<file path="src/rtl/pwm_duty_ramp.sv">
// rtl/pwm_duty_ramp.sv - soft-start/soft-stop duty ramp controller for a left-aligned PWM generator
module pwm_duty_ramp #(
    parameter int K_RES = 16
) (
    input  logic             i_clk,
    input  logic             i_rst_n,
    input  logic             i_run,
    input  logic             i_kill,
    input  logic             i_cmd_valid,
    output logic             o_cmd_ready,
    input  logic [K_RES-1:0] i_cmd_max,
    input  logic [K_RES-1:0] i_cmd_target,
    input  logic [K_RES-1:0] i_cmd_step,
    output logic             o_pwm_enable,
    output logic [K_RES-1:0] o_pwm_max,
    output logic [K_RES-1:0] o_pwm_threshold,
    output logic             o_period_tick,
    output logic             o_at_target,
    output logic [1:0]       o_state
);

    localparam logic [1:0] S_OFF  = 2'd0;
    localparam logic [1:0] S_RAMP = 2'd1;
    localparam logic [1:0] S_HOLD = 2'd2;
    localparam logic [1:0] S_STOP = 2'd3;

    localparam logic [K_RES-1:0] L_ONE = K_RES'(1);

    logic [1:0]       r_state;
    logic             r_enable;
    logic [K_RES-1:0] r_max;
    logic [K_RES-1:0] r_thr;
    logic [K_RES-1:0] r_tgt;
    logic [K_RES-1:0] r_step;
    logic [K_RES-1:0] r_max_cfg;
    logic [K_RES-1:0] r_pcnt;
    logic [K_RES-1:0] r_pmax;

    logic             w_accept;
    logic             w_pe;
    logic [K_RES-1:0] w_cmd_step;
    logic [K_RES-1:0] w_tgt;
    logic [K_RES-1:0] w_step;
    logic [K_RES-1:0] w_maxc;
    logic [K_RES:0]   w_up;
    logic [K_RES:0]   w_dn;
    logic [K_RES-1:0] w_ramp_thr;
    logic [K_RES-1:0] w_stop_thr;

    assign o_cmd_ready     = (r_state != S_STOP);
    assign w_accept        = i_cmd_valid && o_cmd_ready;
    assign w_pe            = r_enable && (r_pcnt == r_pmax);
    assign o_period_tick   = w_pe;
    assign o_pwm_enable    = r_enable;
    assign o_pwm_max       = r_max;
    assign o_pwm_threshold = r_thr;
    assign o_state         = r_state;
    assign o_at_target     = (r_state == S_HOLD) && (r_thr == r_tgt);

    // A command accepted on the period-end edge must already steer that step.
    assign w_cmd_step = (i_cmd_step == '0) ? L_ONE : i_cmd_step;
    assign w_tgt      = w_accept ? i_cmd_target : r_tgt;
    assign w_step     = w_accept ? w_cmd_step   : r_step;
    assign w_maxc     = w_accept ? i_cmd_max    : r_max_cfg;

    assign w_up = {1'b0, r_thr} + {1'b0, w_step};
    assign w_dn = {1'b0, r_thr} - {1'b0, w_step};

    always_comb begin
        w_ramp_thr = r_thr;
        if (r_thr < w_tgt) begin
            w_ramp_thr = (w_up >= {1'b0, w_tgt}) ? w_tgt : w_up[K_RES-1:0];
        end else if (r_thr > w_tgt) begin
            w_ramp_thr = (w_dn[K_RES] || (w_dn[K_RES-1:0] <= w_tgt)) ? w_tgt : w_dn[K_RES-1:0];
        end
    end

    assign w_stop_thr = w_dn[K_RES] ? '0 : w_dn[K_RES-1:0];

    always_ff @(posedge i_clk or negedge i_rst_n) begin
        if (!i_rst_n) begin
            r_tgt     <= '0;
            r_step    <= L_ONE;
            r_max_cfg <= '0;
        end else if (w_accept) begin
            r_tgt     <= i_cmd_target;
            r_step    <= w_cmd_step;
            r_max_cfg <= i_cmd_max;
        end
    end

    // Mirror of the generator counter; pmax survives disable just like the generator.
    always_ff @(posedge i_clk or negedge i_rst_n) begin
        if (!i_rst_n) begin
            r_pcnt <= '0;
            r_pmax <= '0;
        end else if (r_enable) begin
            if (r_pcnt == '0) begin
                r_pmax <= r_max;
            end
            r_pcnt <= (r_pcnt == r_pmax) ? '0 : (r_pcnt + L_ONE);
        end else begin
            r_pcnt <= '0;
        end
    end

    always_ff @(posedge i_clk or negedge i_rst_n) begin
        if (!i_rst_n) begin
            r_state  <= S_OFF;
            r_enable <= 1'b0;
            r_max    <= '0;
            r_thr    <= '0;
        end else if (i_kill) begin
            r_state  <= S_OFF;
            r_enable <= 1'b0;
            r_thr    <= '0;
            r_max    <= w_maxc;
        end else begin
            case (r_state)
                S_OFF: begin
                    r_max <= w_maxc;
                    r_thr <= '0;
                    if (i_run) begin
                        r_state  <= S_RAMP;
                        r_enable <= 1'b1;
                    end
                end
                S_RAMP, S_HOLD: begin
                    if (!i_run) begin
                        r_state <= S_STOP;
                    end else if (w_pe) begin
                        r_thr   <= w_ramp_thr;
                        r_max   <= w_maxc;
                        r_state <= (w_ramp_thr == w_tgt) ? S_HOLD : S_RAMP;
                    end else if ((r_state == S_HOLD) && w_accept && (i_cmd_target != r_thr)) begin
                        r_state <= S_RAMP;
                    end
                end
                S_STOP: begin
                    if (i_run) begin
                        r_state <= S_RAMP;
                    end else if (w_pe) begin
                        r_max <= r_max_cfg;
                        if (r_thr == '0) begin
                            r_state  <= S_OFF;
                            r_enable <= 1'b0;
                        end else begin
                            r_thr <= w_stop_thr;
                        end
                    end
                end
                default: begin
                    r_state  <= S_OFF;
                    r_enable <= 1'b0;
                    r_thr    <= '0;
                end
            endcase
        end
    end

endmodule

</file>
<file path="config.mk">
export PLATFORM = sky130hd
export DESIGN_NAME = pwm_duty_ramp
export DESIGN_NICKNAME = d
export VERILOG_FILES = /design/src/rtl/pwm_duty_ramp.sv
export SDC_FILE = /design/constraint.sdc
export NUM_CORES = 1
export LEC_CHECK = 0
export BUFFER_PORTS_ARGS = -buffer_cell sky130_fd_sc_hd__buf_2
export CAP_MARGIN = 15
export CORE_UTILIZATION = 44
export CTS_CLUSTER_SIZE = 12
export DETAILED_ROUTE_END_ITERATION = 8
export PLACE_DENSITY = 0.7
export SLEW_MARGIN = 20
export SYNTH_ARGS = -nofsm -noshare
export SYNTH_HDL_FRONTEND = slang
export SYNTH_SLANG_ARGS = --single-unit
</file>
<file path="constraint.sdc">
create_clock -name i_clk -period 6.6 [get_ports i_clk]
set_input_delay 0.33 -clock i_clk [delete_from_list [all_inputs] [get_ports i_clk]]
set_output_delay 0.33 -clock i_clk [all_outputs]
set_load 0.02 [all_outputs]
</file>
==> results of run 1 <==
[power by group]
| part | total (mW) | internal (mW) | switching [mW] |
|---|---|---|---|
| Combinational | 4.27 | 1.67 | 2.59 |
| Clock | 0.934 | 0.559 | 0.375 |
| Sequential | 1.17 | 0.909 | 0.261 |
| Total | 6.37 | 3.14 | 3.23 |
[registers in the layout, summed over array words and instances, names as in the netlist]
name and cells:
r_step 16, r_pmax 16, r_pcnt 16, r_tgt 16, o_pwm_enable 1, o_pwm_threshold 16, o_state 2, o_pwm_max 16
r_max_cfg 16
[layout make-up]
class,instances,area share (%)
timing repair buffer,139,7.36
tap,275,3.07
sequential,115,25.7
inverter,63,2.11
clock buffer,17,3.80
antenna,1,0.0224
multi-input combinational,834,56.5
clock inverter,14,1.39
[cell usage in the layout (no fill, tap or decap), types with 49 or more instances in the layout]
cell type and n:
ha_1 84, nor2_1 73, a21oi_1 66, buf_4 49
buf_2 89, mux2_2 62, inv_1 63, dfrtp_1 114
xnor2_1 64, nand2_1 72
[worst min-delay path by stage]
stage	startpoint	endpoint	slack, ns	cells after the start
floorplan	i_rst_n	o_pwm_enable	0.03	0
global placement	i_rst_n	r_max_cfg[3]	0.45	1
detailed placement	i_rst_n	r_max_cfg[3]	0.46	1
CTS	i_rst_n	r_tgt[1]	0.02	1
global route	i_rst_n	r_max_cfg[3]	0.05	1
finish	i_rst_n	r_max_cfg[3]	-0.02	1
[stage by stage]
stage	worst slack (ns)	util [%]	total power [mW]	area, µm²
3_5_place_dp	0.152	49.5	5.30	10500
3_3_place_gp	0.274	49.5	5.26	10500
6_report	0.249	52.6	6.37	11200
2_1_floorplan	0.143	-	3.97	9680
4_1_cts	0.209	52.3	6.26	11100
5_1_grt	0.0205	52.6	6.77	11200
[per-layer routing]
metal  vias to the layer above  routed length [µm]  GRT usage [%]
met5                         -                   0              0
met4                         0                 797           10.1
met3                        55                2700           5.42
met2                       457               13900           43.5
met1                      4356               14600           40.9
li1                       4140                   -              -
[kinds of logic after synthesis]
family          share of synthesized area, %
simple gates                            15.0
compound gates                          19.3
buf+inv                                 5.40
flops                                   29.7
xor+xnor                                8.47
mux                                     10.7
fa+ha+maj                               11.4
[timing repair]
item / in CTS / in global routing
endpoints found under the setup margin: 0 / 11
setup buffers: 0 / 5
gates resized for setup: 0 / 5
==> run metrics, run 1 <==
Seq cells post-synth=~120; fin. max-slew vios=0; via/cell ratio=6.18; Die Y=150 µm; Leakage=~5 nW; Post-CTS Hold Buffers=0; Die W=150 µm; Yosys top cell by area=dfrtp_1; setup TNS=0 ns; crit path buf inv count=5; Primary FF master, synth=dfrtp_1; fin crit share=a little over nine tenths; Most common cell on crit path=buf_4; clock buffer depth=2; average wire per standard cell=approximately 22 µm; CTS H-tree lvls=4; Iteration-0 DRC Markers=a little over 900; reg-to-reg setup timing slack=~0.25 ns; share of cells above drive strength 1=between 20 and 25%; cells on worst reg2reg path=27; Boundary Pins=91; WP depth=27; crit-path max FO=12; CTS tree=yes; vias in the first global route=between 8000 and 9000; largest net degree at the start of global routing=a little over 60; Worst path slowest cell=a211oi_1; FF-to-FF End=o_state[1]; Setup crit start=o_state[1]; Die Area=approximately 23000 µm²; Max-Cap Viols=0; Total Routing Usage GR=between 20% and 30%; # fillers=slightly below 2000; Residual DRC=0; pwr dens=roughly 570 nW/µm²; failing checks=hold timing; Vias=9008; initial antenna violation count=1; cell family with most CP delay=compound AO/OA/AOI/OAI gates; # rows=53; FF-to-FF Start=o_state[1]; Inst Count DP=~1400; share of the synthesized area in the top cell type=29.5%; top-count cell post-synth=dfrtp_1; Unique masters post-synth=81; top post-synthesis cells by area=dfrtp_1, ha_1, mux2_2, xnor2_1, a21oi_1; Final ANT Viol Nets=0; HPWL after DPL=23900 µm; DRT Pass-1 Iters=8; yosys warns=0; Crit path largest cell delay=~0.47 ns; first-pass GRT wire length=about 49000 µm; Mapped Area=between 9000 and 10000 µm²; worst min path class=input pin to async pin; Final nets=about 1300; worst clock skew=0.0151 ns; WP data required=roughly 7 ns; Syn Area/Cell=roughly 9.0 µm²; VDD IR-drop max=around 0.29 mV; routability congestion estimate=0.951; CP Capture Point=o_state[1]; Num CTS Buffers=17; Setup crit start kind=flop; Initial Util=45.5%; clock-pin slew on the worst setup and hold paths=about 0.060 ns; Tightest Pin Transition=about 0.94 ns; Commonest cells post-synth=dfrtp_1, ha_1, nor2_1, nand2_1, a21oi_1; EDFF count, synth=0; Post-Syn Instances=roughly 1100; Setup Crit Path Kind=flop to flop; multi-input logic area=6330 µm²; final setup fails=0; status=finished with violations; final cell count without fillers=1458; hold slack final=-0.0154 ns; register area=around 2900 µm²; CTS Root Cell=clkbuf_16; final hold violations=9; Crit. End Element=flop; Arrival @ worst endpoint=~6.7 ns; unrepaired setup endpoints after global routing=no; core area=about 21000 µm²; port bufs=90; final WL=about 32000 µm; FMAX=around 160 MHz; gr ovfl total=0; Rel. slew slack=between 30% and 40%; clk sink count=~120; fin crit period=roughly 6.4 ns; Layout Area Growth over Synthesis=15.7%; syn nets=roughly 1200; Post-synth ARST share=100%; worst skew pair latency=approximately 0.42 ns; post-synthesis sequential area ratio=29.7%
(Power assumes the default switching activity.)
==> run 2: changes to the inputs <==
- RECOVER_POWER: not set -> 100
==> run metrics, run 2 (same netlist as run 1, synthesis figures left out) <==
worst skew pair latency=0.43 ns (about the same); # rows=53 (unchanged); CTS H-tree lvls=4 (unchanged); most common cell after layout, fill and taps aside=dfrtp_1; final WL=32100 µm (+0.27%); hold slack final=0.150 ns (+0.165 ns); FMAX=157 MHz (-0.51%); CTS tree=yes; crit path buf inv count=5 (unchanged); largest net degree at the start of global routing=61 (unchanged); Vias=9012 (+0.044%); Setup Crit Path Kind=flop to flop; VDD IR-drop max=0.293 mV (+0.55%); Final nets=1310 (unchanged); Layout Area Growth over Synthesis=13.8%; unrepaired setup endpoints after global routing=no; Crit. End Element=flop; fin crit period=6.38 ns (+0.0324 ns); Final WS setup=0.217 ns (-0.0324 ns); port bufs=90 (unchanged); Most common cell on crit path=buf_4; Boundary Pins=91 (unchanged); HPWL after DPL=23900 µm (unchanged); share of cells above drive strength 1=15.6% (-6.1 points); failing checks=capacitance limit, slew limit; Die Y=150 µm (unchanged); CTS Root Cell=clkbuf_16; commonest cells after routing, fill and taps aside=dfrtp_1, ha_1, nor2_1, nand2_1, a21oi_1; Arrival @ worst endpoint=6.69 ns (+0.03 ns); pre-CTS WS=0.152 ns (unchanged); fin. max-slew vios=75 (+75); average wire per standard cell=22.0 µm (+0.27%); via/cell ratio=6.18 (about the same); Die Area=22600 µm² (unchanged); final setup fails=0 (unchanged); Leakage=4.77 nW (-3.5%); first-pass GRT wire length=48600 µm (unchanged); Die W=150 µm (unchanged); Total Routing Usage GR=28.8% (unchanged); fin crit share=96.7% (+0.49 points); vias in the first global route=8564 (unchanged); Num CTS Buffers=17 (unchanged); cell family with most CP delay=compound AO/OA/AOI/OAI gates; design area=11000 µm² (-1.6%); setup TNS=0 ns (unchanged); clock-pin slew on the worst setup and hold paths=0.06 ns (about the same); status=finished with violations; core area=21300 µm² (unchanged); clk sink count=115 (unchanged); Final Power=6.29 mW (-1.2%); gr ovfl total=0 (unchanged); Final ANT Viol Nets=0 (unchanged); Residual DRC=0 (unchanged); worst min path class=input pin to flop; Setup crit start kind=flop; final hold violations=0 (-9); DRT Pass-1 Iters=6 (-2); routability congestion estimate=0.951 (unchanged); Initial Util=45.5% (unchanged); Crit path largest cell delay=0.48 ns (about the same); worst clock skew=0.0125 ns (-0.00261 ns); Tightest Pin Transition=3.29 ns (+2.36 ns); Max-Cap Viols=2 (+2); pwr dens=571 nW/µm² (+0.40%); Worst path slowest cell=a211oi_1; clock buffer depth=2 (unchanged); placed cell areas=10500 µm² (unchanged); Rel. slew slack=-120% (-160 points); WP data required=6.91 ns (about the same); initial antenna violation count=1 (unchanged); Iteration-0 DRC Markers=962 (+5.8%); crit-path max FO=12 (unchanged)
run 2: per-stage QoR:
step	util, %	std cells
after floorplan	-	1075
after global placement	49.5	1420
final	51.8	1458
after global routing	51.7	1457
after detailed placement	49.5	1420
after CTS	52.3	1451
run 2: where the power goes:
group / leakage [nW] / total [mW] / internal, mW / switching (mW)
logic: 3.07 / 4.19 / 1.60 / 2.59
registers: 1.41 / 1.17 / 0.909 / 0.260
clock network: 0.280 / 0.935 / 0.559 / 0.376
run 2: what timing repair did:
item	CTS	global route
hold buffers	0	0
resized for setup	0	5
hold endpoints to repair	0	0
endpoints found under the setup margin	0	11
setup buffers	0	5
run 2: routing by layer:
layer,routed length (µm),GRT usage [%]
met1,14800,40.9
met2,13900,43.5
met3,2620,5.42
met4,755,10.1
met5,0,0
run 2: worst paths after layout:
path | start | slack, ns | to | depth (start not counted)
hold / removal | i_kill | 0.15 | o_pwm_enable | 2
max in group asynchronous | i_rst_n | 2.81 | r_step[11] | 2
min in group asynchronous | i_rst_n | 1.01 | r_max_cfg[3] | 1
hold reg to reg | r_max_cfg[2] | 0.49 | r_max_cfg[2] | 1
setup / recovery | o_state[1] | 0.22 | o_state[1] | 27
setup reg to reg | o_state[1] | 0.22 | o_state[1] | 27
run 2: worst register-to-register path: stages, from the launching register on:
cell,delay [ns]
dfrtp_1,0.41
ha_2,0.32
nand2b_4,0.24
buf_4,0.15
buf_4,0.10
mux2_2,0.36
ha_1,0.30
nor2_1,0.20
nand3_1,0.17
a211oi_1,0.48
a221oi_1,0.17
buf_4,0.18
o21bai_1,0.20
xnor2_1,0.17
inv_1,0.10
ha_1,0.32
nand4_1,0.12
or3_1,0.43
a211oi_1,0.25
nor4_1,0.11
nor3_4,0.32
buf_4,0.28
o311a_1,0.19
a2bb2oi_1,0.16
a21oi_1,0.06
o2111ai_1,0.17
o21ai_1,0.13
a31o_1,0.19
run 2: final cells by class:
class | count | area, µm²
Antenna cell | 1 | 2.50
Multi-Input combinational cell | 834 | 6260
Timing Repair Buffer | 139 | 709
Fill cell | 2004 | 10300
Clock inverter | 14 | 155
Inverter | 63 | 236
Tap cell | 275 | 344
Sequential cell | 115 | 2880
Clock buffer | 17 | 425
